<file path="config.mk">
export PLATFORM = sky130hd
export DESIGN_NAME = apple_spawner
export DESIGN_NICKNAME = d
export VERILOG_FILES = /design/src/rtl/apples_pkg.sv /design/src/rtl/lfsr16.sv /design/src/rtl/apple_spawner.sv
export SDC_FILE = /design/constraint.sdc
export NUM_CORES = 1
export LEC_CHECK = 0
export CORE_ASPECT_RATIO = 0.75
export CORE_MARGIN = 4
export CORE_UTILIZATION = 24
export DETAILED_ROUTE_END_ITERATION = 16
export PLACE_DENSITY = 0.44
export SLEW_MARGIN = 5
export SYNTH_ARGS = -nofsm -noshare
export SYNTH_HDL_FRONTEND = slang
export SYNTH_SLANG_ARGS = --single-unit
</file>
<file path="constraint.sdc">
create_clock -name clk -period 5.4 [get_ports clk]
set_clock_uncertainty 0.05 [all_clocks]
set_input_delay 0.81 -clock clk [delete_from_list [all_inputs] [get_ports clk]]
set_output_delay 0.81 -clock clk [all_outputs]
set_load 0.02 [all_outputs]
</file>
<file path="src/rtl/apples_pkg.sv">
// ============================================================================
// Module : apples_pkg
// Shared types and constants for the multi-apple spawner.
// Rev    : 1.0
// ============================================================================
`default_nettype none

package apples_pkg;

    typedef enum logic [2:0] {
        ST_IDLE  = 3'd0,
        ST_PICK  = 3'd1,
        ST_CHECK = 3'd2,
        ST_SCAN  = 3'd3,
        ST_FULL  = 3'd4
    } spawn_state_t;

    localparam logic [15:0] LFSR_TAPS    = 16'hB400;
    localparam logic [15:0] DEFAULT_SEED = 16'hACE1;

    // Right-shifting Galois step for taps 16,14,13,11.
    function automatic logic [15:0] lfsr_next(input logic [15:0] s);
        return {1'b0, s[15:1]} ^ (s[0] ? LFSR_TAPS : 16'h0000);
    endfunction

endpackage

`default_nettype wire

</file>
<file path="src/rtl/lfsr16.sv">
// ============================================================================
// Module : lfsr16
// Free-running 16-bit Galois LFSR; a zero seed is replaced by DEFAULT_SEED.
// Rev    : 1.0
// ============================================================================
`default_nettype none

module lfsr16
    import apples_pkg::*;
(
    input  logic        clk,
    input  logic        rst_n,
    input  logic [15:0] seed,
    output logic [15:0] q
);

    logic [15:0] w_seed;
    logic [15:0] r_q;

    assign w_seed = (seed == 16'h0000) ? DEFAULT_SEED : seed;

    always_ff @(posedge clk or negedge rst_n) begin
        if (!rst_n) begin
            r_q <= w_seed;
        end else begin
            r_q <= lfsr_next(r_q);
        end
    end

    assign q = r_q;

endmodule

`default_nettype wire

</file>
<file path="src/rtl/apple_spawner.sv">
// ============================================================================
// Module : apple_spawner
// Multi-slot apple tracker: eat detection, saturating score, LFSR respawn.
// Rev    : 1.0
// ============================================================================
`default_nettype none

module apple_spawner
    import apples_pkg::*;
#(
    parameter int          COORD_W    = 4,
    parameter int          NUM_APPLES = 2,
    parameter int          SCORE_W    = 8,
    parameter int          MAX_TRIES  = 8,
    parameter logic [15:0] SEED       = 16'hACE1
) (
    input  logic                            clk,
    input  logic                            rst_n,
    input  logic                            enable,
    input  logic                            collision,
    input  logic                            head_valid,
    input  logic [COORD_W-1:0]              head_x,
    input  logic [COORD_W-1:0]              head_y,
    output logic [COORD_W-1:0]              occ_x,
    output logic [COORD_W-1:0]              occ_y,
    input  logic                            occ_hit,
    output logic [NUM_APPLES*COORD_W-1:0]   apple_x,
    output logic [NUM_APPLES*COORD_W-1:0]   apple_y,
    output logic [NUM_APPLES-1:0]           apple_valid,
    output logic                            apple_eaten,
    output logic [2:0]                      eaten_idx,
    output logic [SCORE_W-1:0]              score,
    output logic                            board_full
);

    localparam int         CELL_W     = 2 * COORD_W;
    localparam logic [7:0] c_try_last = 8'(MAX_TRIES - 1);

    logic [15:0]                   w_lfsr;
    logic                          w_unused;
    spawn_state_t                  r_state;
    logic [CELL_W-1:0]             r_cand;
    logic [CELL_W-1:0]             r_origin;
    logic [7:0]                    r_tries;
    logic [2:0]                    r_target;
    logic [NUM_APPLES*COORD_W-1:0] r_ax;
    logic [NUM_APPLES*COORD_W-1:0] r_ay;
    logic [NUM_APPLES-1:0]         r_valid;
    logic                          r_eaten;
    logic [2:0]                    r_eidx;
    logic [SCORE_W-1:0]            r_score;

    logic                          w_run;
    logic [COORD_W-1:0]            w_cand_x;
    logic [COORD_W-1:0]            w_cand_y;
    logic [CELL_W-1:0]             w_cand_next;
    logic                          w_eat;
    logic [2:0]                    w_eat_idx;
    logic                          w_clash;
    logic                          w_free_any;
    logic [2:0]                    w_free_idx;
    logic                          w_clean;
    logic                          w_do_eat;
    logic                          w_write;

    lfsr16 u_lfsr (
        .clk   (clk),
        .rst_n (rst_n),
        .seed  (SEED),
        .q     (w_lfsr)
    );

    assign w_unused    = ^w_lfsr;
    assign w_run       = enable & ~collision;
    // Candidate is held as {y, x} so a plain increment sweeps x first.
    assign w_cand_x    = r_cand[COORD_W-1:0];
    assign w_cand_y    = r_cand[CELL_W-1:COORD_W];
    assign w_cand_next = r_cand + CELL_W'(1);

    always_comb begin
        w_eat      = 1'b0;
        w_eat_idx  = 3'd0;
        w_clash    = 1'b0;
        w_free_any = 1'b0;
        w_free_idx = 3'd0;
        for (int i = 0; i < NUM_APPLES; i++) begin
            if (r_valid[i] && !w_eat &&
                r_ax[i*COORD_W +: COORD_W] == head_x &&
                r_ay[i*COORD_W +: COORD_W] == head_y) begin
                w_eat     = 1'b1;
                w_eat_idx = 3'(i);
            end
            if (r_valid[i] &&
                r_ax[i*COORD_W +: COORD_W] == w_cand_x &&
                r_ay[i*COORD_W +: COORD_W] == w_cand_y) begin
                w_clash = 1'b1;
            end
            if (!r_valid[i] && !w_free_any) begin
                w_free_any = 1'b1;
                w_free_idx = 3'(i);
            end
        end
    end

    assign w_clean  = ~occ_hit & ~w_clash & ~((w_cand_x == head_x) && (w_cand_y == head_y));
    assign w_do_eat = w_run & head_valid & w_eat;
    assign w_write  = w_run & w_clean & ((r_state == ST_CHECK) || (r_state == ST_SCAN));

    always_ff @(posedge clk or negedge rst_n) begin
        if (!rst_n) begin
            r_valid <= '0;
            r_ax    <= '0;
            r_ay    <= '0;
            r_eaten <= 1'b0;
            r_eidx  <= 3'd0;
            r_score <= '0;
        end else begin
            r_eaten <= 1'b0;
            if (w_do_eat) begin
                r_eaten <= 1'b1;
                r_eidx  <= w_eat_idx;
                if (r_score != '1) begin
                    r_score <= r_score + SCORE_W'(1);
                end
            end
            // The target slot is invalid, so it never collides with an eat.
            for (int i = 0; i < NUM_APPLES; i++) begin
                if (w_do_eat && w_eat_idx == 3'(i)) begin
                    r_valid[i] <= 1'b0;
                end
                if (w_write && r_target == 3'(i)) begin
                    r_valid[i]                  <= 1'b1;
                    r_ax[i*COORD_W +: COORD_W]  <= w_cand_x;
                    r_ay[i*COORD_W +: COORD_W]  <= w_cand_y;
                end
            end
        end
    end

    always_ff @(posedge clk or negedge rst_n) begin
        if (!rst_n) begin
            r_state  <= ST_IDLE;
            r_cand   <= '0;
            r_origin <= '0;
            r_tries  <= 8'd0;
            r_target <= 3'd0;
        end else if (w_run) begin
            case (r_state)
                ST_IDLE: begin
                    if (w_free_any) begin
                        r_target <= w_free_idx;
                        r_state  <= ST_PICK;
                    end
                end
                ST_PICK: begin
                    r_cand  <= w_lfsr[CELL_W-1:0];
                    r_state <= ST_CHECK;
                end
                ST_CHECK: begin
                    if (w_clean) begin
                        r_tries <= 8'd0;
                        r_state <= ST_IDLE;
                    end else if (r_tries < c_try_last) begin
                        r_tries <= r_tries + 8'd1;
                        r_state <= ST_PICK;
                    end else begin
                        r_origin <= r_cand;
                        r_cand   <= w_cand_next;
                        r_state  <= ST_SCAN;
                    end
                end
                ST_SCAN: begin
                    if (w_clean) begin
                        r_tries <= 8'd0;
                        r_state <= ST_IDLE;
                    end else if (w_cand_next == r_origin) begin
                        r_state <= ST_FULL;
                    end else begin
                        r_cand <= w_cand_next;
                    end
                end
                ST_FULL: begin
                    r_state <= ST_FULL;
                end
                default: begin
                    r_state <= ST_IDLE;
                end
            endcase
        end
    end

    assign occ_x       = w_cand_x;
    assign occ_y       = w_cand_y;
    assign apple_x     = r_ax;
    assign apple_y     = r_ay;
    assign apple_valid = r_valid;
    assign apple_eaten = r_eaten;
    assign eaten_idx   = r_eidx;
    assign score       = r_score;
    assign board_full  = (r_state == ST_FULL);

endmodule

`default_nettype wire

</file>
# Yosys cells after proc, flatten, opt, wreduce, memory -nomap -nowiden
# Cells that the tools add are included.
totals:
  ff_bits: 76
  inputBits: 14
  output_inout_bits: 39
  elab_cells: 119
classes:
  add_sub_neg: 3
  magnitude_cmp: 1
  eq_ne: 26
  muxes: 29
  bitwise: 14
  n_reduce_logical: 31
op_table:
  columns: ["op", "count"]
  rows:
  - ["$mux W8", 7]
  - ["$eq A4 B4 Y1", 10]
  - ["$add A8 B1 Y8 const B", 3]
  - ["$pmux W8 S3", 1]
  - ["$mux W16", 1]
  - ["$pmux W8 S2", 1]
  - ["$xor A15 B16 Y16", 1]
  - ["$logic_and A1 B1 Y1", 15]
  - ["$pmux W3 S5", 1]
  - ["$mux W1", 13]
  - ["$ne A2 B2 Y1 const B", 6]
  - ["$logic_not A3 Y1", 3]
  - ["$mux W3", 3]
  - ["$eq A8 B8 Y1", 1]
  - ["$lt A8 B3 Y1 const B", 1]
  - ["$ne A8 B8 Y1 const B", 1]
  - ["$reduce_and A4 Y1", 2]
  - ["$and A1 B1 Y1", 7]
  - ["$eq A3 B1 Y1 const B", 2]
  - ["$eq A3 B2 Y1 const B", 2]
  - ["$ne A3 B2 Y1 const B", 2]
  - ["$not A1 Y1", 6]
  - ["$reduce_and A3 Y1", 2]
  - ["$reduce_and A6 Y1", 1]
  - ["8 further kinds", 12]

# Longest topological paths before layout
# Gate-level depths: netlist of run 1.
logic_depth:
  ltp_word: 13
  mapped_depth: 10
  mapped_depth_nobuf: 8

# Worst setup path before layout of run 1
# Ideal clock, no wire load.
synth_timing:
  path_type: "register -> register"
  startpoint: "reg r_cand[1]"
  endpoint: "reg r_cand[5]"
  setup_time_ps: 124
  t_arrival_ps: 2276
  t_required_ps: 5226
  slack_ps: 2951
  stages_incl_launch_ff: 10
  path_buffers: 2
  synth_period_minus_slack_ps: 2449
  path_cell_list: "dfrtp_1 > buf_4 > nand3_4 > o21a_1 > or4b_4 > a311oi_4 > a31oi_2 > buf_6 > a21oi_2 > a21oi_1"
synth_between:
  elab_chain_len: 10
  word_cells_on_any_way: 25
  cone_classes: "add/sub: 1; eq/ne: 7; mux: 7; bitwise: 4; reduce/logical: 6"
synth_lines:
  columns: ["element", "line_no", "rtl"]
  rows:
  - ["from (decl)", "apple_spawner.sv:42", "logic [CELL_W-1:0] r_cand;"]
  - ["from (signal assigned)", "apple_spawner.sv:156", "r_cand <= w_lfsr[CELL_W-1:0];"]
  - ["from (signal assigned)", "apple_spawner.sv:168", "r_cand <= w_cand_next;"]
  - ["from (signal assigned)", "apple_spawner.sv:179", "r_cand <= w_cand_next;"]
  - ["branches (longest 10 deep; another with $add A8 B1 Y8)", null, null]
# Parallel ways; which one is timed is not known. The select of a mux whose other input is x is not followed.
# A chain may end at the register's enable or synchronous reset.

# Final worst setup path of run 1
layout_timing:
  startpoint: "reg r_cand[2]"
  endpoint: "reg r_cand[7]"
# Same word-level chain as after synthesis.

==> results of run 1 <==
final timing paths:
kind                                endpoint  slack [ns]
worst min register to register   u_lfsr.q[7]        0.30
worst max register to register     r_cand[7]        2.26
worst min-delay path             u_lfsr.q[7]        0.30
worst max-delay path               r_cand[7]        2.26
min in group asynchronous         apple_y[6]        0.62
max in group asynchronous       eaten_idx[0]        4.04
Yosys cell counts, types with 2 or more instances:
cell / number
nor2b_1: 6
o21ai_0: 14
dfstp_2: 8
xor2_1: 30
mux2_2: 19
a21oi_2: 2
buf_6: 2
nor4_1: 9
nand3_1: 9
ha_1: 3
a21oi_1: 16
o22ai_1: 2
mux2_1: 3
a2bb2oi_1: 2
inv_1: 7
nor3_1: 5
and4b_1: 2
a21o_1: 3
nor2_1: 9
nand2_1: 20
buf_2: 8
xnor2_1: 28
clkbuf_1: 4
buf_4: 5
nand3b_1: 4
o21a_1: 2
and3_1: 4
dfrtp_1: 64
nand4_1: 13
o211ai_1: 2
o21ai_1: 4
o2111ai_1: 2
logic make-up (layout without fill, tap and decap cells):
logic type / count (synthesis) / count (layout)
flops: 72 / 72
buf+inv: 26 / 76
compound gates: 60 / 60
fa+ha+maj: 3 / 3
mux: 23 / 23
simple gates: 91 / 91
xor+xnor: 58 / 58
other cells: 1 / 2
metal layers:
metal  track usage, %  routed length [microns]  vias up
met5                0                        0        -
met4             2.72                       90        0
met3             3.52                      446       11
met2             15.7                     4010       53
met1             17.4                     5000     1352
li1                 -                        -     1285
registers in the layout (all words and copies together) (netlist names):
| name | cells |
|---|---|
| apple_y | 8 |
| apple_x | 8 |
| score | 8 |
| apple_valid | 2 |
| apple_eaten | 1 |
| r_origin | 8 |
| r_target | 1 |
| r_tries | 8 |
| u_lfsr.q | 16 |
| r_state | 3 |
| r_cand | 8 |
| eaten_idx | 1 |
power groups by stage:
| stage | Clock [uW] | Sequential [uW] | Combinational (uW) |
|---|---|---|---|
| after floorplan | 0 | 924 | 667 |
| after global placement | 0 | 992 | 985 |
| after detailed placement | 0 | 996 | 985 |
| after CTS | 569 | 989 | 991 |
| after global routing | 596 | 1020 | 1070 |
| final | 549 | 983 | 980 |
through the flow:
step	total power (uW)	instances	setup WS, ns	area (sq um)
floorplan	1590	335	2.95	3700
global placement	1980	569	1.96	4350
detailed placement	1980	569	1.93	4350
CTS	2550	585	2.22	4630
global route	2690	585	2.00	4630
finish	2510	585	2.26	4630
layout make-up:
type | count | area [sq um] | area share, %
multi-input combinational | 237 | 1750 | 37.8
clock buffer | 11 | 243 | 5.24
inverter | 7 | 26.3 | 0.568
sequential | 72 | 1810 | 39.1
tap | 200 | 250 | 5.41
timing repair buffer | 53 | 518 | 11.2
clock inverter | 5 | 31.3 | 0.676
==> metrics, run 1 <==
status=finished, final reports clean; Seq pwr share=39.1%; crit share post-route=58.1%; R2R depth=7; mux contribution to synthesized area=6.97%; Pre-antenna DRT Iters=5; flops & latches, synth=72; CTS resizes=0; Bufs and invs on worst path=0; final WL=9540 microns; Finish-stage setup viols=0; simple-gate share of the synthesized area=14.2%; initial antenna violation count=0; min-delay worst type=reg2reg; Critical Path Source=r_cand[2]; TritonCTS buffer count=9; worst hold start=u_lfsr.q[8]; die height=115 microns; xor/xnor cell area share of the yosys netlist=13.7%; Die W=151 microns; Worst IR Drop VDD=0.192 mV; Nets=397; count of different cell masters after synthesis=55; Setup Fix Bufs, Post-CTS=0; power per cell area=543 nW/um^2; first-pass GRT wire length=15400 microns; Remaining Overflow, GRT=0; number of DRC markers in iteration 0=132; top cell type's share of synthesized area=43.3%; dpl hpwl=6790 microns; CP max-delay cell=dfrtp_1; final core occ=31.3%; CP endpoint kind=flop; Hold Fails Final Rpt=0; reg2reg start=r_cand[2]; Req. time, crit path=5.53 ns; Post-DRT Antenna Nets=0; leakage=0.00193 uW; Least-Margin Pin Slew=0.939 ns; crit path DAT=3.26 ns; Clock Sink Count=72; Synth Area in Compound Gates=11.2%; clock root buffer=clkbuf_16; CP max FO=16; main area contributors after synthesis=dfrtp_1, xor2_1, xnor2_1; Top cell by count, worst path=a21oi_1; vias in the first global route=2689; antenna cells=0; Core Rows=38; relative slew slack=37.4%; core area=14800 sq um; largest family of logic cells by synthesized area=simple AND/OR/NAND/NOR gates; slowest stage delay, CP=0.78 ns; clock buffer depth=2; CTS tree=yes; clock latency on the worst-skew pair=0.33 ns; initial cell density of the core=25.0%; fmax=319 MHz; PortBufs=50; EDFF count, synth=0; Comb pwr share=39.0%; crit path launch type=flop; largest net degree at the start of global routing=73; I/O pin total=53; Crit Path Class=reg2reg; Clk pwr share=21.9%; Max-Cap Viols=0; post-synthesis adder-cell area fraction=1.02%; drt via density=4.62; RSZ-0062 raised after global routing=no; Final Wtd Congestion=0.783; commonest non-fill, non-tap cell in the layout=dfrtp_1; Internal Power=1480 uW; synth-to-layout area growth=25.2%; CP top delay family=compound AO/OA/AOI/OAI gates; Syn Area/Cell=11.1 sq um; Net Switching=1030 uW; Global Route Usage Sum=11.4%; # DRC=0; warnings from Yosys=0; worst hold slack=0.303 ns; Via Count=2701; setup TNS=0 ns; cts hold-fix bufs=0; switch share=41.0%; ys flop type=dfrtp_1; H-tree Lvls=3; dominant cell type by area after synthesis=dfrtp_1; Seq/Total Area, Yosys=49.0%; DIE AREA=17500 sq um; wire length per cell=16.3 microns; Max Slew Vio Count=0; ys async rst share=100%; Post-Syn Area=3700 sq um; leading cell types in the layout, fill and taps excluded=dfrtp_1, clkdlybuf4s50_1, xor2_1; worst-path cell chain=nand3_4, o21a_1, or4b_4, a311oi_4, a31oi_2, a21oi_1, a21oi_1; fraction of layout cells with a size suffix above 1=14.3%; worst hold path depth=0; critical path depth=7; Worst-path clk slew=0.06 ns; Synth Instances=334; Fill cells=1495; Final min period=3.14 ns
No activity file was read; power rests on OpenSTA's default activity.
==> run 2: changes to the inputs <==
==> constraint.sdc (replaced) <==
create_clock -name clk -period 3.01 [get_ports clk]
set_clock_uncertainty 0.05 [all_clocks]
set_input_delay 0.4515 -clock clk [delete_from_list [all_inputs] [get_ports clk]]
set_output_delay 0.4515 -clock clk [all_outputs]
set_load 0.02 [all_outputs]
==> metrics, run 2 (synthesized netlist as in run 1, its figures left out) <==
final non-filler cell total=602; Final Power=4750 uW; CP endpoint kind=flop; Max Slew Vio Count=0; fraction of layout cells with a size suffix above 1=17.7%; switch share=39.7%; Crit Path Class=reg2reg; Remaining Overflow, GRT=0; largest net degree at the start of global routing=73; status=finished, final reports clean; clock root buffer=clkbuf_16; met2 Use GR=16.3%; Worst IR Drop VDD=0.402 mV; Final min period=2.69 ns; Cells after DPL=586; Clk pwr share=22.9%; number of DRC markers in iteration 0=212; Finish-stage setup viols=0; reg2reg setup slack=0.32 ns; CP max-delay cell=o311ai_4; # DRC=0; leading cell types in the layout, fill and taps excluded=dfrtp_1, clkdlybuf4s50_1, xor2_1; met1 Use GR=17.8%; CP max FO=9; crit path launch type=flop; die height=115 microns; Pre-antenna DRT Iters=4; Max-Cap Viols=0; Bufs and invs on worst path=1; Post-DRT Antenna Nets=0; fmax=372 MHz; crit path DAT=2.85 ns; worst r2r dst=apple_y[6]; DIE AREA=17500 sq um; H-tree Lvls=3; I/O pin total=53; antenna cells=0; drt via density=4.50; R2R depth=7; leakage=0.00205 uW; grt met3 use=3.52%; Seq pwr share=34.7%; Global Route Usage Sum=11.7%; Clock Sink Count=72; first-pass GRT wire length=15700 microns; dpl hpwl=7070 microns; wire length per cell=16.2 microns; initial antenna violation count=0; RSZ-0062 raised after global routing=no; worst-path cell chain=buf_4, xnor2_1, nand4_1, o311ai_4, nor2_1, nand2_1, mux2_2; CTS tree=yes; min-delay worst type=in2async; crit share post-route=89.3%; Hold Fails Final Rpt=0; Nets=414; Req. time, crit path=3.17 ns; PortBufs=50; Net Switching=1890 uW; TritonCTS buffer count=9; Worst-path clk slew=0.06 ns; cts hold-fix bufs=0; final WL=9720 microns; Via Count=2706; Internal Power=2860 uW; clock latency on the worst-skew pair=0.33 ns; Comb pwr share=42.4%; vias in the first global route=2760; core area=14800 sq um; synth-to-layout area growth=30.4%; clock buffer depth=2; worst hold slack=0.0680 ns; CP top delay family=simple AND/OR/NAND/NOR gates; slowest stage delay, CP=0.47 ns; initial cell density of the core=25.0%; Core Rows=38; Die W=151 microns; GR peak layer=met1; reg2reg start=r_cand[1]; number of flip-flops in the largest register=16; Final Wtd Congestion=0.801; setup TNS=0 ns; commonest non-fill, non-tap cell in the layout=dfrtp_1; power per cell area=985 nW/um^2
## run 2: changes by cell type in the layout (fill, tap and decap cells not counted), sizes merged
cell,change
inv,-1
clkbuf,+2
buf,+17
clkinv,-2
bufinv,+1
## run 2: per-stage QoR
| step | setup slack (ns) | util (%) | instance area, sq um |
|---|---|---|---|
| floorplan | 0.561 | - | 3700 |
| global placement | 0.221 | 30.5 | 4510 |
| detailed placement | 0.214 | 30.5 | 4510 |
| CTS | 0.174 | 32.5 | 4810 |
| global route | 0.118 | 32.6 | 4820 |
| finish | 0.322 | 32.6 | 4820 |
## run 2: worst max path at each step
stage               slack [ns]          to  cells past startpoint  startpoint
floorplan                 0.56   r_cand[5]                      9   r_cand[1]
global placement          0.22   r_cand[1]                      9   head_y[1]
detailed placement        0.21  apple_y[6]                      7   r_cand[1]
CTS                       0.17  apple_y[6]                      7   r_cand[1]
global route              0.12   r_cand[1]                      8   r_cand[1]
finish                    0.32  apple_y[6]                      7   r_cand[1]
## run 2: final cells by class
class	count	area, sq um
clock buffer	13	260
fill	1513	9970
multi-input combinational	237	1760
timing repair buffer	70	671
clock inverter	3	42.5
sequential	72	1810
inverter	7	26.3
tap	200	250
## run 2: worst register-to-register path: cells and delay by family, from the launching register on
family                 cells  cell delay [ns]
AO/OA/AOI/OAI              1             0.47
XOR/XNOR                   1             0.29
buffers and inverters      1             0.20
flip-flops                 1             0.46
multiplexers               1             0.39
AND/OR/NAND/NOR            3             0.71
## run 2: what timing repair did
action | 4_1_cts | 5_1_grt
endpoints found under the setup margin | 0 | 10
gates resized for setup | 0 | 1
setup buffers | 0 | 0
## run 2: layer usage
layer	wire, microns	part of all wire [%]
met3	434	4.5
met5	0	0
met1	5110	53
met4	75	0.77
met2	4100	42
## run 2: power by group through the flow
stage,logic [uW],registers (uW),clock network (uW)
after global placement,2010,1680,0
after floorplan,1200,1660,0
after detailed placement,2000,1670,0
after CTS,2020,1660,1120
final,2010,1650,1090
after global routing,2210,1700,1170
==> run 3: changes to the inputs <==
--- a/config.mk
+++ b/config.mk
@@ -5,11 +5,13 @@
 export SDC_FILE = /design/constraint.sdc
 export NUM_CORES = 1
 export LEC_CHECK = 0
+export CELL_PAD_IN_SITES_DETAIL_PLACEMENT = 0
+export CELL_PAD_IN_SITES_GLOBAL_PLACEMENT = 1
 export CORE_ASPECT_RATIO = 0.75
 export CORE_MARGIN = 4
-export CORE_UTILIZATION = 24
+export CORE_UTILIZATION = 43
 export DETAILED_ROUTE_END_ITERATION = 16
-export PLACE_DENSITY = 0.44
+export PLACE_DENSITY = 0.82
 export SLEW_MARGIN = 5
 export SYNTH_ARGS = -nofsm -noshare
 export SYNTH_HDL_FRONTEND = slang
==> metrics, run 3 (synthesized netlist as in run 1, its figures left out) <==
Remaining Overflow, GRT=0; worst r2r dst=apple_y[7]; cell area after layout=4730 sq um; Worst IR Drop VDD=0.634 mV; Req. time, crit path=3.17 ns; Crit Path Class=reg2reg; synth-to-layout area growth=27.9%; Die W=115 microns; initial antenna violation count=0; reg2reg start=r_cand[2]; setup TNS=0 ns; final core occ=58.2%; RSZ-0062 raised after global routing=no; # DRC=0; fraction of layout cells with a size suffix above 1=17.9%; wire length per cell=17.7 microns; number of flip-flops in the largest register=16; dpl hpwl=6510 microns; Core Rows=28; pre-CTS WS=0.141 ns; crit path launch type=flop; CP endpoint kind=flop; grt met3 use=4.85%; Critical Path Source=r_cand[2]; commonest non-fill, non-tap cell in the layout=dfrtp_1; GR peak layer=met2; CTS tree=yes; Finish-stage setup viols=0; worst hold start=u_lfsr.q[9]; clock buffer depth=2; Final Power=4850 uW; Least-Margin Pin Slew=0.797 ns; clock root buffer=clkbuf_16; drt via density=5.38; Fill cells=701; crit share post-route=90.2%; Worst-path clk slew=0.06 ns; Pre-antenna DRT Iters=4; first-pass GRT wire length=15200 microns; number of DRC markers in iteration 0=185; I/O pin total=53; Worst Slack Setup Final=0.295 ns; Hold Fails Final Rpt=0; Nets=415; CP max FO=11; Global Route Usage Sum=19.4%; leading cell types in the layout, fill and taps excluded=dfrtp_1, clkdlybuf4s50_1, xor2_1; clock latency on the worst-skew pair=0.33 ns; DIE AREA=10200 sq um; die height=88.3 microns; Clock Sink Count=72; Max Slew Vio Count=0; worst hold path depth=0; reg2reg setup slack=0.30 ns; Post-DRT Antenna Nets=0; min-delay worst type=reg2reg; Via Count=2732; DP Area=4380 sq um; Max-Cap Viols=0; met2 Use GR=29.0%; PortBufs=50; Final Wtd Congestion=0.863; final WL=8990 microns; status=finished, final reports clean; crit path DAT=2.88 ns; Final min period=2.71 ns; core area=8130 sq um; TritonCTS buffer count=9; largest net degree at the start of global routing=41; fmax=368 MHz; R2R depth=6; initial cell density of the core=45.5%; CTS resizes=0; leakage=0.00205 uW; relative slew slack=46.8%; H-tree Lvls=3; met1 Use GR=28.0%; antenna cells=0; power per cell area=1030 nW/um^2; worst hold endpoint=u_lfsr.q[8]; vias in the first global route=2820
run 3: changes by cell type in the layout (fill, tap and decap cells not counted), sizes merged:
cell,previous run,this run
bufinv,1,3
inv,7,9
clkbuf,13,10
clkinv,1,0
dlygate4sd3,0,1
run 3: critical path: stages (launching register included):
cell and delay, ns:
dfrtp_1 0.63, xnor2_1 0.18, nand3_1 0.15, o311ai_2 0.73, nor2_1 0.13, nand2_1 0.34, mux2_2 0.38
run 3: how the worst max path moves through the flow:
stage,to,slack (ns),depth (start not counted)
after CTS,apple_y[7],0.28,6
after detailed placement,apple_y[7],0.14,8
after global routing,apple_x[4],0.08,7
final,apple_y[7],0.30,6
after floorplan,r_cand[5],0.56,9
after global placement,apple_y[6],0.20,8
run 3: timing repair:
action / 4_1_cts / 5_1_grt
hold buffers: 1 / 0
endpoints found under the hold margin: 5 / 0
buffers inserted: 0 / 0
run 3: through the flow:
stage,cells,hold WS (ns)
2_1_floorplan,335,0.106
3_5_place_dp,491,0.263
3_3_place_gp,491,0.256
5_1_grt,508,0.308
4_1_cts,508,0.301
6_report,508,0.298
run 3: per-layer routing:
metal  share of wire (%)  wire length (microns)
met1                  49                   4370
met2                  46                   4180
met3                 4.1                    370
met4                0.72                     65
met5                   0                      0
run 3: power by group:
group	internal, uW	switching, uW	total [uW]	leakage, uW
Combinational	973	1020	2000	0.000966
Clock	815	411	1230	0.000164
Sequential	1200	426	1630	0.000921
Total	2990	1860	4850	0.00205
run 3: area by class of cell:
type                            count  area (sq um)  share of cell area [%]
Clock inverter                      6           115                    2.43
Tap cell                          105           131                    2.78
Inverter                            7          26.3                   0.556
Clock buffer                       10           229                    4.84
Sequential cell                    72          1810                    38.3
Timing Repair Buffer               71           668                    14.1
Multi-Input combinational cell    237          1750                    37.0
